==> src/rtl/frame_reg_bank.sv <==
// Frame register bank: column-masked parallel writes, full-frame parallel view,
// and a row- or column-major serial readout stream with ready/valid handshake.

module frame_reg_cell #(
    parameter int WIDTH = 32
) (
    input  logic             clk,
    input  logic             rst,
    input  logic             clr_en,
    input  logic             ld_en,
    input  logic [WIDTH-1:0] d,
    output logic [WIDTH-1:0] q
);
    always_ff @(posedge clk) begin
        if (rst || clr_en) q <= '0;
        else if (ld_en)    q <= d;
    end
endmodule

module frame_reg_bank #(
    parameter int WIDTH = 32,
    parameter int ROWS  = 4,
    parameter int COLS  = 4,
    localparam int N    = ROWS * COLS,
    localparam int IW   = (N > 1) ? $clog2(N) : 1
) (
    input  logic                 clk,
    input  logic                 rst,
    input  logic                 wr_valid,
    output logic                 wr_ready,
    input  logic [COLS-1:0]      wr_col_mask,
    input  logic [N*WIDTH-1:0]   wr_data,
    input  logic                 clr,
    output logic [N*WIDTH-1:0]   frame_out,
    input  logic                 rd_start,
    input  logic                 rd_col_major,
    output logic                 rd_busy,
    output logic                 rd_valid,
    input  logic                 rd_ready,
    output logic [WIDTH-1:0]     rd_data,
    output logic [IW-1:0]        rd_index,
    output logic                 rd_last
);
    typedef enum logic {IDLE, STREAM} state_t;

    state_t                  state, state_nxt;
    logic [IW-1:0]           k, k_nxt;
    logic                    col_major, col_major_nxt;
    logic [N-1:0][WIDTH-1:0] store;
    logic                    wr_acc, clr_en, streaming, at_last;
    logic [IW-1:0]           rd_idx;

    assign streaming = (state == STREAM);
    assign wr_ready  = (state == IDLE) && !rst;
    assign wr_acc    = wr_valid && wr_ready;
    // Clear shares the cell's reset path, so it wins over a same-cycle write.
    assign clr_en    = clr && (state == IDLE);

    for (genvar i = 0; i < N; i++) begin : g_cell
        frame_reg_cell #(.WIDTH(WIDTH)) u_cell (
            .clk    (clk),
            .rst    (rst),
            .clr_en (clr_en),
            .ld_en  (wr_acc && wr_col_mask[i % COLS]),
            .d      (wr_data[i*WIDTH +: WIDTH]),
            .q      (store[i])
        );
    end

    assign frame_out = store;

    always_comb begin
        rd_idx = k;
        if (col_major)
            rd_idx = IW'((int'(k) % ROWS) * COLS + int'(k) / ROWS);
    end

    assign at_last  = streaming && (k == IW'(N - 1));
    assign rd_valid = streaming;
    assign rd_busy  = streaming;
    assign rd_last  = at_last;
    assign rd_index = streaming ? rd_idx : '0;
    assign rd_data  = streaming ? store[rd_idx] : '0;

    always_ff @(posedge clk) begin
        if (rst) begin
            state     <= IDLE;
            k         <= '0;
            col_major <= 1'b0;
        end else begin
            state     <= state_nxt;
            k         <= k_nxt;
            col_major <= col_major_nxt;
        end
    end

    always_comb begin
        state_nxt     = state;
        k_nxt         = k;
        col_major_nxt = col_major;
        case (state)
            IDLE: begin
                if (rd_start) begin
                    state_nxt     = STREAM;
                    k_nxt         = '0;
                    col_major_nxt = rd_col_major;
                end
            end
            STREAM: begin
                if (rd_ready) begin
                    if (at_last) begin
                        state_nxt = IDLE;
                        k_nxt     = '0;
                    end else begin
                        k_nxt = k + IW'(1);
                    end
                end
            end
            default: state_nxt = IDLE;
        endcase
    end
endmodule

==> config.mk <==
export PLATFORM = sky130hd
export DESIGN_NAME = frame_reg_bank
export DESIGN_NICKNAME = d
export VERILOG_FILES = /design/src/rtl/frame_reg_bank.sv
export SDC_FILE = /design/constraint.sdc
export NUM_CORES = 1
export LEC_CHECK = 0
export BUFFER_PORTS_ARGS = -buffer_cell sky130_fd_sc_hd__buf_2
export CORE_AREA = 2 2 419 421
export CTS_CLUSTER_DIAMETER = 40
export DETAILED_ROUTE_END_ITERATION = 6
export DIE_AREA = 0 0 421 423
export PLACE_DENSITY_LB_ADDON = 0.15
export SYNTH_ARGS = -nofsm -noshare
export SYNTH_HDL_FRONTEND = slang
export SYNTH_SLANG_ARGS = --single-unit
==> constraint.sdc <==
create_clock -name clk -period 4 [get_ports clk]
set_clock_uncertainty 0.05 [all_clocks]
set_input_delay 1.2 -clock clk [delete_from_list [all_inputs] [get_ports clk]]
set_output_delay 1.2 -clock clk [all_outputs]
set_load 0.005 [all_outputs]
==> results.ini, run 1 <==
[outcome]
status=finished with violations
failed_checks=setup timing

[clock_tree]
max-clock-path-buffers=3
tritoncts=built
clkSlewWorstSetupHoldPaths_ns=0.04
cts_hold_repair.buffers=0
clock_latency_ns=0.77
clock_tree.htree_level_count=4
cts_buffers=138
clock-sinks=518
clock-root-buffer=clkbuf_16

[yosys]
synth.area.top_cells=dfxtp_1 47%, nand2_1 18%, a21oi_1 12%
synth_area_per_cell_um2=8.094
synth_enable_flop_cells=0
yosysTopAreaCell=dfxtp_1
syn-instance-count=2733
async_flop_share=0
synth.distinct_cells=48
synth-seq-area-share=0.4688
ys.warnings.count=0
synthFlopType=dfxtp_1
synth_nets=3257
post_synthesis_cell_area_um2=22120
synth.top_cells.by_count=1081 x nand2_1, 539 x a21oi_1, 518 x dfxtp_1
synth.most_common_cell=nand2_1
yosysTopAreaCellShare=0.4688
postSynthRegisterBits=518

[global_routing]
grt.met2_usage=0.3435
grt_start_max_net_pins=104
wire_length_of_the_first_global_routing_pass_mm=232.3
antenna_found_initial=53
overflow=0
vias_in_the_first_global_route=25340
use_met3=0.04547
top_usage_layer=met2
grt_util_met1=0.2228
gr-usage-all-layers=0.1913

[power]
power_density_nw_per_um2=494.8
irDropWorstVdd_mv=0.4286
finalPower_w=0.01823
power.share.switching=0.2521
p_comb_frac=0.069
seq_power_share=0.297
share_clk_of_total_power=0.634
static-leakage-power_nw=15.26
total_switching_power_w=0.004595
intPower_w=0.01363

[critical_path]
max_stage_delay_ns=0.59
crit_path_start_kind=flop
path_buf_inv=4
critPathMaxFanout=8
timing.critical_path.slowest_stage_cell=mux4_2
crit_path_cell_trace=mux2i_4 > buf_6 > buf_12 > buf_12 > mux4_2 > a22o_4 > a41o_1 > buf_6
cp_data_arrival_time_ns=3.12
path_delay_family=multiplexers
critical_path_required_ns=2.75
cp_endpoint_kind=output pin
critical_path_class=reg2out

[floorplan]
initial_core_util=0.1277
floorplan.rows=153
pin_count=1075
core_um2=173200
die-width_um=421
dieArea_um2=178100
dieHeight_um=423

[timing]
final-max-slew-violation-count=0
post_route_fraction_of_the_period_consumed_by_the_critical_path=1.092
layout_setup_ws_ns=-0.3690
rsz_0062_raised_after_global_routing=yes
timing.slew.headroom=0.4950
report.final.setup_viol=32
achievable-frequency_mhz=228.9
fin_crit_ns=4.369
worst-slew-pin-transition_ns=0.7575
hold_violations=0

[routing]
post-route-drc-count=0
final_antenna_net_count=0
viasPerCell=4.076
drt_pass1_iterations=5
vias=25750
drtIter0Drc=1574
detail_route.wirelength_mm=178.4
route.detailed.wl_per_inst_um=28.24

[cells_and_area]
area_growth_syn_to_layout_pct=66.54
multiInputGateArea_um2=11200
layout.cells.non_filler=6316
layout.core_utilization=0.2126
drive_above_1_share=0.4147
final_nets=4389
register_area_um2=10380
fill_cells=19600

[placed_design]
numPortBuffers=1074
gp_congestion=0.8657
dpl.hpwl_mm=142.1
dp_cells=6017

[min_path]
hold_crit_class=reg2reg

[flow_run]
drv_cap=0

per-layer routing:
layer / wire (um) / vias up / part of all wire
met1: 71810 / 12920 / 0.40
met2: 92290 / 914 / 0.52
met5: 174 / - / 0.00098
li1: - / 11630 / -
met4: 4758 / 30 / 0.027
met3: 9324 / 249 / 0.052
worst min-delay path, stage by stage (launching register included):
cell and delay, ns:
dfxtp_1 0.31, nand2_1 0.05, a21oi_1 0.05
flip-flops by register name, summed over array words and instances (netlist names):
signal	flops
g_cell.u_cell.q	512
k	4
rd_busy	1
col_major	1
through the flow:
| stage | hold WS [ns] | worst slack [ns] | TNS, ns | instance area, um2 |
|---|---|---|---|---|
| floorplan | 0.4109 | 0.7965 | 0 | 22120 |
| global placement | 0.4080 | -0.04241 | -0.04241 | 30950 |
| detailed placement | 0.4096 | -0.04067 | -0.04067 | 30950 |
| CTS | 0.4152 | -0.4586 | -12.55 | 36460 |
| global route | 0.4359 | -0.4916 | -13.27 | 36820 |
| finish | 0.4161 | -0.3690 | -8.702 | 36840 |
cell families after synthesis:
kind of cell / Yosys count / share of synthesized area
AO/OA/AOI/OAI: 687 / 0.1694
buffers and inverters: 239 / 0.04621
adder cells (fa/ha/maj): 1 / 0.0005655
AND/OR/NAND/NOR: 1174 / 0.2019
multiplexers: 114 / 0.1131
flip-flops: 518 / 0.4688
final cells by class:
type | instances | area share
antenna | 17 | 0.001155
clock buffer | 188 | 0.1081
clock inverter | 61 | 0.02245
inverter | 8 | 0.0008151
multi-input combinational | 1976 | 0.3041
sequential | 518 | 0.2817
tap | 2325 | 0.07896
timing repair buffer | 1223 | 0.2028
cells in the final DEF, fill, tap and decap left out, drive strengths merged, types with 4 or more instances in the layout:
cell and count:
o211ai 11, diode 17, nand2 1081, nand2b 4
mux4 107, a21oi 539, clkinvlp 7, o22a 10
nor3 5, clkinv 35, inv 13, nor2 65
a31oi 11, o31ai 8, o21ai 37, bufinv 14
a22oi 45, o21bai 4, mux2i 5, dfxtp 518
clkbuf 191, buf 1220, o22ai 4, and3 5
nand3 5
power by group through the flow:
stage	Clock [W]	Sequential, W	Combinational [W]
after floorplan	0	0.00543	0.000472
after global placement	0	0.00551	0.00123
after detailed placement	0	0.00551	0.00123
after CTS	0.0118	0.00541	0.00127
after global routing	0.0121	0.00541	0.00136
final	0.0116	0.00541	0.00126
final timing paths:
path / start / cells past startpoint / to / slack [ns]
worst min register to register: g_cell[8].u_cell.q[11]$_SDFFE_PP0P_ / 2 / g_cell[8].u_cell.q[11]$_SDFFE_PP0P_ / 0.42
worst min-delay path: g_cell[8].u_cell.q[11]$_SDFFE_PP0P_ / 2 / g_cell[8].u_cell.q[11]$_SDFFE_PP0P_ / 0.42
worst max register to register: rd_busy$_SDFF_PP0_ / 8 / g_cell[1].u_cell.q[22]$_SDFFE_PP0P_ / 1.52
worst max-delay path: col_major$_SDFFE_PP0P_ / 8 / rd_data[24] / -0.37
what timing repair did:
item                                    4_1_cts  5_1_grt
buffers inserted                             18       12
gates resized for setup                      91       53
endpoints found under the setup margin       33       32
cloned                                        2        3
pin swaps                                    16       23
endpoints found under the hold margin         0        0
Power figures use the tool's default switching activity.
==> inputs of run 2 (changes only) <==
Settings changed: CTS_BUF_LIST set to sky130_fd_sc_hd__clkbuf_16.
==> results.ini, run 2 (synthesis results as in run 1) <==
[clock_tree]
max-clock-path-buffers=3  ; unchanged
clkSlewWorstSetupHoldPaths_ns=0.04  ; about the same
clock_tree.htree_level_count=4  ; unchanged
clock_latency_ns=0.77  ; about the same
tritoncts=built
clock-sinks=518  ; unchanged
cts_buffers=138  ; unchanged
clock-root-buffer=clkbuf_16

[power]
share_clk_of_total_power=0.620  ; -0.014
total_switching_power_w=0.004586  ; -0.19%
irDropWorstVdd_mv=0.4313  ; +0.62%
intPower_w=0.01297  ; -4.9%
power_density_nw_per_um2=481.0  ; -2.8%
power.share.switching=0.2613  ; +0.009162
seq_power_share=0.308  ; +0.011
p_comb_frac=0.072  ; +0.003
static-leakage-power_nw=15.14  ; -0.79%

[cells_and_area]
area_growth_syn_to_layout_pct=64.99
most_common_cell_after_layout_fill_and_taps_aside=nand2_1
largest-register=g_cell.u_cell.q
most-common-layout-cells=1065 x nand2_1, 1059 x buf_2, 539 x a21oi_1, 515 x dfxtp_1, 142 x clkbuf_16
final_nets=4387  ; -0.046%
largest_register_ffs=512  ; unchanged
drive_above_1_share=0.4063  ; -0.008351
finish.instance_area_um2=36500  ; -0.93%
reg.largest.list=g_cell.u_cell.q (512), k (4)
fill_cells=19630  ; +0.16%

[timing]
timing.slew.headroom=0.5025  ; +0.007483
rsz_0062_raised_after_global_routing=yes
worst-slew-pin-transition_ns=0.7463  ; -0.01122 ns
achievable-frequency_mhz=229.6  ; +0.31%
report.final.setup_viol=32  ; unchanged
hold_violations=0  ; unchanged
final-max-slew-violation-count=0  ; unchanged
fin_crit_ns=4.356  ; -0.01341 ns
layout_setup_ws_ns=-0.3556  ; +0.01341 ns
post_route_fraction_of_the_period_consumed_by_the_critical_path=1.089  ; -0.003354

[critical_path]
critPathMaxFanout=8  ; unchanged
worst-r2r-setup-slack_ns=1.54  ; +0.02 ns
path_delay_family=multiplexers
max_stage_delay_ns=0.58  ; about the same
crit_path_cell_trace=mux2i_4 > buf_6 > buf_12 > buf_12 > mux4_2 > a22o_4 > a41o_1 > buf_6
path_buf_inv=4  ; unchanged
worst_r2r_startpoint=rd_busy$_SDFF_PP0_
rr_endpoint=g_cell[1].u_cell.q[22]$_SDFFE_PP0P_
cp_endpoint_kind=output pin
critical_path_class=reg2out
critical_path_required_ns=2.75  ; about the same
path_depth_of_the_worst_reg2reg_path=8  ; unchanged
timing.critical_path.slowest_stage_cell=mux4_2
cp_data_arrival_time_ns=3.11  ; about the same
crit_path_start_kind=flop

[min_path]
worst_hold_startpoint=g_cell[6].u_cell.q[23]$_SDFFE_PP0P_
whs_endpoint=g_cell[6].u_cell.q[23]$_SDFFE_PP0P_
timing.hold.worst_path_depth=2  ; unchanged
hold_crit_class=reg2reg

[floorplan]
pin_count=1075  ; unchanged
initial_core_util=0.1277  ; unchanged
dieArea_um2=178100  ; unchanged
dieHeight_um=423  ; unchanged
die-width_um=421  ; unchanged
floorplan.rows=153  ; unchanged
core_um2=173200  ; unchanged

[flow_run]
drv_cap=0  ; unchanged

[global_routing]
gr-usage-all-layers=0.1913  ; about the same
overflow=0  ; unchanged
vias_in_the_first_global_route=25300  ; -0.14%
grt_start_max_net_pins=104  ; unchanged
antenna_found_initial=52  ; -1.9%
wire_length_of_the_first_global_routing_pass_mm=232.4  ; about the same

[outcome]
failed_checks=setup timing
status=finished with violations

[routing]
final_antenna_net_count=0  ; unchanged
drtIter0Drc=1549  ; -1.6%
post-route-drc-count=0  ; unchanged
detail_route.wirelength_mm=178.2  ; about the same
drt_pass1_iterations=5  ; unchanged
vias=25680  ; -0.24%
route.detailed.wl_per_inst_um=28.23  ; about the same
viasPerCell=4.067  ; -0.21%

[placed_design]
numPortBuffers=1074  ; unchanged
placement.setup.worst_slack_ns=-0.04067  ; unchanged
gp_congestion=0.8657  ; unchanged
dpl.hpwl_mm=142.1  ; unchanged
postPlaceCellArea_um2=30950  ; unchanged

-- run 2: power by group through the flow --
stage / combinational (W) / clock [W] / sequential [W]
detailed placement: 0.00123 / 0 / 0.00551
floorplan: 0.000472 / 0 / 0.00543
finish: 0.00126 / 0.0109 / 0.00541
global route: 0.00136 / 0.0114 / 0.00541
CTS: 0.00127 / 0.0111 / 0.00542
global placement: 0.00123 / 0 / 0.00551
-- run 2: repair_timing --
action                                  4_1_cts  5_1_grt
pin swaps                                    16       23
setup buffers                                18       10
hold buffers                                  0        0
endpoints found under the setup margin       33       32
cloned                                        2        3
gates resized for setup                      90       52
-- run 2: worst max-delay path by stage --
stage	start	endpoint	slack, ns	cells after the start
2_1_floorplan	col_major$_SDFFE_PP0P_	rd_data[21]	0.80	7
3_3_place_gp	col_major$_SDFFE_PP0P_	rd_data[13]	-0.04	8
3_5_place_dp	col_major$_SDFFE_PP0P_	rd_data[13]	-0.04	8
4_1_cts	col_major$_SDFFE_PP0P_	rd_data[24]	-0.46	7
5_1_grt	col_major$_SDFFE_PP0P_	rd_data[24]	-0.49	8
6_report	col_major$_SDFFE_PP0P_	rd_data[24]	-0.36	8
-- run 2: stage by stage --
step | total power [W] | setup TNS [ns] | util | hold WS, ns | instances
CTS | 0.01781 | -12.55 | 0.2086 | 0.4152 | 6286
global placement | 0.006739 | -0.04241 | 0.1786 | 0.4080 | 6017
finish | 0.01755 | -8.620 | 0.2107 | 0.4167 | 6314
global route | 0.01817 | -13.23 | 0.2105 | 0.4356 | 6304
floorplan | 0.005900 | 0 | - | 0.4109 | 2733
detailed placement | 0.006738 | -0.04067 | 0.1786 | 0.4096 | 6017
-- run 2: area by class of cell --
| cell class | count | area [um2] | share of cell area |
|---|---|---|---|
| clock buffers | 139 | 3478 | 0.09530 |
| well taps | 2325 | 2909 | 0.07971 |
| inverters | 8 | 30.03 | 0.0008228 |
| repair buffers | 1221 | 7448 | 0.2041 |
| flip-flops and latches | 518 | 10380 | 0.2843 |
| multi-input cells | 1976 | 11200 | 0.3069 |
| clock inverters | 110 | 1011 | 0.02770 |
| diodes | 17 | 42.54 | 0.001166 |
-- run 2: worst min-delay path, delay by kind of cell, from the launching register on --
| kind | cells | cell delay [ns] |
|---|---|---|
| flops | 1 | 0.31 |
| simple gates | 1 | 0.05 |
| compound gates | 1 | 0.05 |
-- run 2: metal layers --
metal	vias to the layer above	track usage	wire, um
li1	11650	-	-
met4	24	0.05683	4463
met2	931	0.3446	92600
met5	-	0	138
met1	12840	0.2229	71490
met3	245	0.04529	9521
==> inputs of run 3 (changes only) <==
Settings changed: CORE_AREA 2 2 419 421 to 2 2 416 418, DIE_AREA 0 0 421 423 to 0 0 418 420.
==> results.ini, run 3 (synthesis results as in run 1) <==
[outcome]
status=finished with violations
failed_checks=setup timing

[critical_path]
critPathMaxFanout=9  ; +1
timing.critical_path.slowest_stage_cell=mux4_2
path_buf_inv=5  ; +1
worst-r2r-setup-slack_ns=1.52  ; -0.02 ns
critical_path_required_ns=2.75  ; about the same
worst_r2r_startpoint=rd_busy$_SDFF_PP0_
path_depth_of_the_worst_reg2reg_path=8  ; unchanged
worst_path_most_repeated_cell=buf_12
cp_data_arrival_time_ns=3.21  ; +0.10 ns
critical_path_class=reg2out
path_delay_family=multiplexers
crit_path_start_kind=flop
cp_endpoint_kind=output pin
crit_path_cell_trace=mux2i_4 > buf_12 > buf_12 > buf_8 > mux4_2 > a22oi_2 > buf_4 > nand2_4 > buf_6
rr_endpoint=g_cell[9].u_cell.q[29]$_SDFFE_PP0P_
max_stage_delay_ns=0.64  ; +0.06 ns

[clock_tree]
tritoncts=built
clock-sinks=518  ; unchanged
clock-root-buffer=clkbuf_16
cts_hold_repair.buffers=0  ; unchanged
clkSlewWorstSetupHoldPaths_ns=0.04  ; about the same
cts_buffers=132  ; -4.3%
max-clock-path-buffers=3  ; unchanged
clock_latency_ns=0.77  ; about the same
clock_tree.htree_level_count=4  ; unchanged

[global_routing]
grt_start_max_net_pins=77  ; -26%
use_met3=0.04243  ; -0.002860
overflow=0  ; unchanged
antenna_found_initial=37  ; -29%
gr-usage-all-layers=0.1911  ; -0.0002645
vias_in_the_first_global_route=25290  ; -0.071%
grt_util_met1=0.2281  ; +0.005253
grt.met2_usage=0.3377  ; -0.006908
wire_length_of_the_first_global_routing_pass_mm=228.1  ; -1.8%
top_usage_layer=met2

[power]
p_comb_frac=0.070  ; -0.002
power_density_nw_per_um2=492.3  ; +2.3%
total_switching_power_w=0.004714  ; +2.8%
intPower_w=0.01324  ; +2.1%
seq_power_share=0.301  ; -0.007
static-leakage-power_nw=15.19  ; +0.31%
power.share.switching=0.2626  ; +0.001368
irDropWorstVdd_mv=0.4116  ; -4.5%
finalPower_w=0.01795  ; +2.3%
share_clk_of_total_power=0.629  ; +0.009

[placed_design]
placement.setup.worst_slack_ns=-0.04269  ; -0.002021 ns
numPortBuffers=1074  ; unchanged
dp_cells=5934  ; -1.4%
postPlaceCellArea_um2=30800  ; -0.49%
gp_congestion=0.8552  ; -1.2%
dpl.hpwl_mm=138.9  ; -2.2%

[min_path]
timing.hold.worst_path_depth=2  ; unchanged
worst_hold_startpoint=g_cell[6].u_cell.q[0]$_SDFFE_PP0P_
whs_endpoint=g_cell[6].u_cell.q[0]$_SDFFE_PP0P_
hold_crit_class=reg2reg

[cells_and_area]
reg.largest.list=g_cell.u_cell.q (512), k (4)
largest-register=g_cell.u_cell.q
most-common-layout-cells=1068 x nand2_1, 1064 x buf_2, 538 x a21oi_1, 515 x dfxtp_1, 132 x clkbuf_16
final_nets=4399  ; +0.27%
finish.instance_area_um2=36470  ; about the same
drive_above_1_share=0.4055  ; -0.0008643
area_growth_syn_to_layout_pct=64.84  ; about the same
fill_cells=19220  ; -2.1%
most_common_cell_after_layout_fill_and_taps_aside=nand2_1
largest_register_ffs=512  ; unchanged
layout.cells.non_filler=6228  ; -1.4%

[routing]
final_antenna_net_count=0  ; unchanged
detail_route.wirelength_mm=174.5  ; -2.1%
viasPerCell=4.086  ; +0.47%
drtIter0Drc=1569  ; +1.3%
vias=25450  ; -0.90%
drt_pass1_iterations=5  ; unchanged
post-route-drc-count=0  ; unchanged
route.detailed.wl_per_inst_um=28.02  ; -0.72%

[timing]
rsz_0062_raised_after_global_routing=yes
finalSetupTns_ns=-9.445  ; -0.8257 ns
fin_crit_ns=4.456  ; +0.1002 ns
worst-slew-pin-transition_ns=0.8581  ; +0.1118 ns
layout_setup_ws_ns=-0.4558  ; -0.1002 ns
achievable-frequency_mhz=224.4  ; -2.2%
hold_violations=0  ; unchanged
report.final.setup_viol=32  ; unchanged
post_route_fraction_of_the_period_consumed_by_the_critical_path=1.114  ; +0.02505
timing.slew.headroom=0.4279  ; -0.07455
final-max-slew-violation-count=0  ; unchanged

[floorplan]
dieHeight_um=420  ; -0.71%
floorplan.rows=152  ; -0.65%
initial_core_util=0.1294  ; +0.001698
dieArea_um2=175600  ; -1.4%
pin_count=1075  ; unchanged
die-width_um=418  ; -0.71%
core_um2=171000  ; -1.3%

[flow_run]
drv_cap=0  ; unchanged

[run 3: cell types whose count changed in the layout (fill, tap and decap cells not counted), moves of 9 or more]
cell       delta
a22oi_1      +12
a22oi_2      -12
buf_4        +30
buf_6        -11
clkbuf_16    -10
clkinv_16     +9
[run 3: area by class of cell]
| type | instances | area (um2) | share of cell area |
|---|---|---|---|
| multi-input cells | 1976 | 11090 | 0.3041 |
| repair buffers | 1239 | 7465 | 0.2047 |
| clock buffers | 132 | 3303 | 0.09058 |
| flip-flops and latches | 518 | 10380 | 0.2846 |
| diodes | 17 | 42.54 | 0.001167 |
| clock inverters | 105 | 1365 | 0.03743 |
| well taps | 2233 | 2794 | 0.07662 |
| inverters | 8 | 30.03 | 0.0008235 |
[run 3: layer usage]
layer  vias up  wire [um]
li1      11630          -
met1     12630      71500
met2       939      89040
met3       241       9263
met4        16       4623
met5         -         94
[run 3: worst max path at each step]
stage	slack, ns	endpoint	cells after the start	startpoint
global route	-0.55	rd_data[11]	10	col_major$_SDFFE_PP0P_
global placement	-0.05	rd_data[11]	9	col_major$_SDFFE_PP0P_
finish	-0.46	rd_data[11]	9	col_major$_SDFFE_PP0P_
floorplan	0.80	rd_data[21]	7	col_major$_SDFFE_PP0P_
CTS	-0.50	rd_data[11]	10	col_major$_SDFFE_PP0P_
detailed placement	-0.04	rd_data[11]	9	col_major$_SDFFE_PP0P_
[run 3: timing repair]
action                                  in CTS  in global routing
buffers inserted                            28                 10
gates cloned                                 4                  0
endpoints found under the setup margin      32                 32
hold endpoints to repair                     0                  0
pin swaps                                   25                 10
gates resized for setup                     87                 23
[run 3: through the flow]
step | util | hold slack, ns
4_1_cts | 0.2120 | 0.4181
2_1_floorplan | - | 0.4109
6_report | 0.2133 | 0.4118
3_5_place_dp | 0.1801 | 0.4106
5_1_grt | 0.2132 | 0.4307
3_3_place_gp | 0.1801 | 0.4079
[run 3: worst reg2reg max path: stages, from the launching register on]
cell,delay [ns]
dfxtp_1,0.54
nor2_1,0.19
buf_4,0.20
and2_1,0.19
buf_4,0.17
nand2_4,0.08
buf_4,0.64
nand2_1,0.16
a21oi_1,0.17
[run 3: power by group through the flow]
stage	clock (W)	combinational [W]	sequential [W]
final	0.0113	0.00126	0.00540
after global routing	0.0118	0.00137	0.00541
after CTS	0.0115	0.00128	0.00541
after detailed placement	0	0.00122	0.00550
after global placement	0	0.00122	0.00551
after floorplan	0	0.000472	0.00543
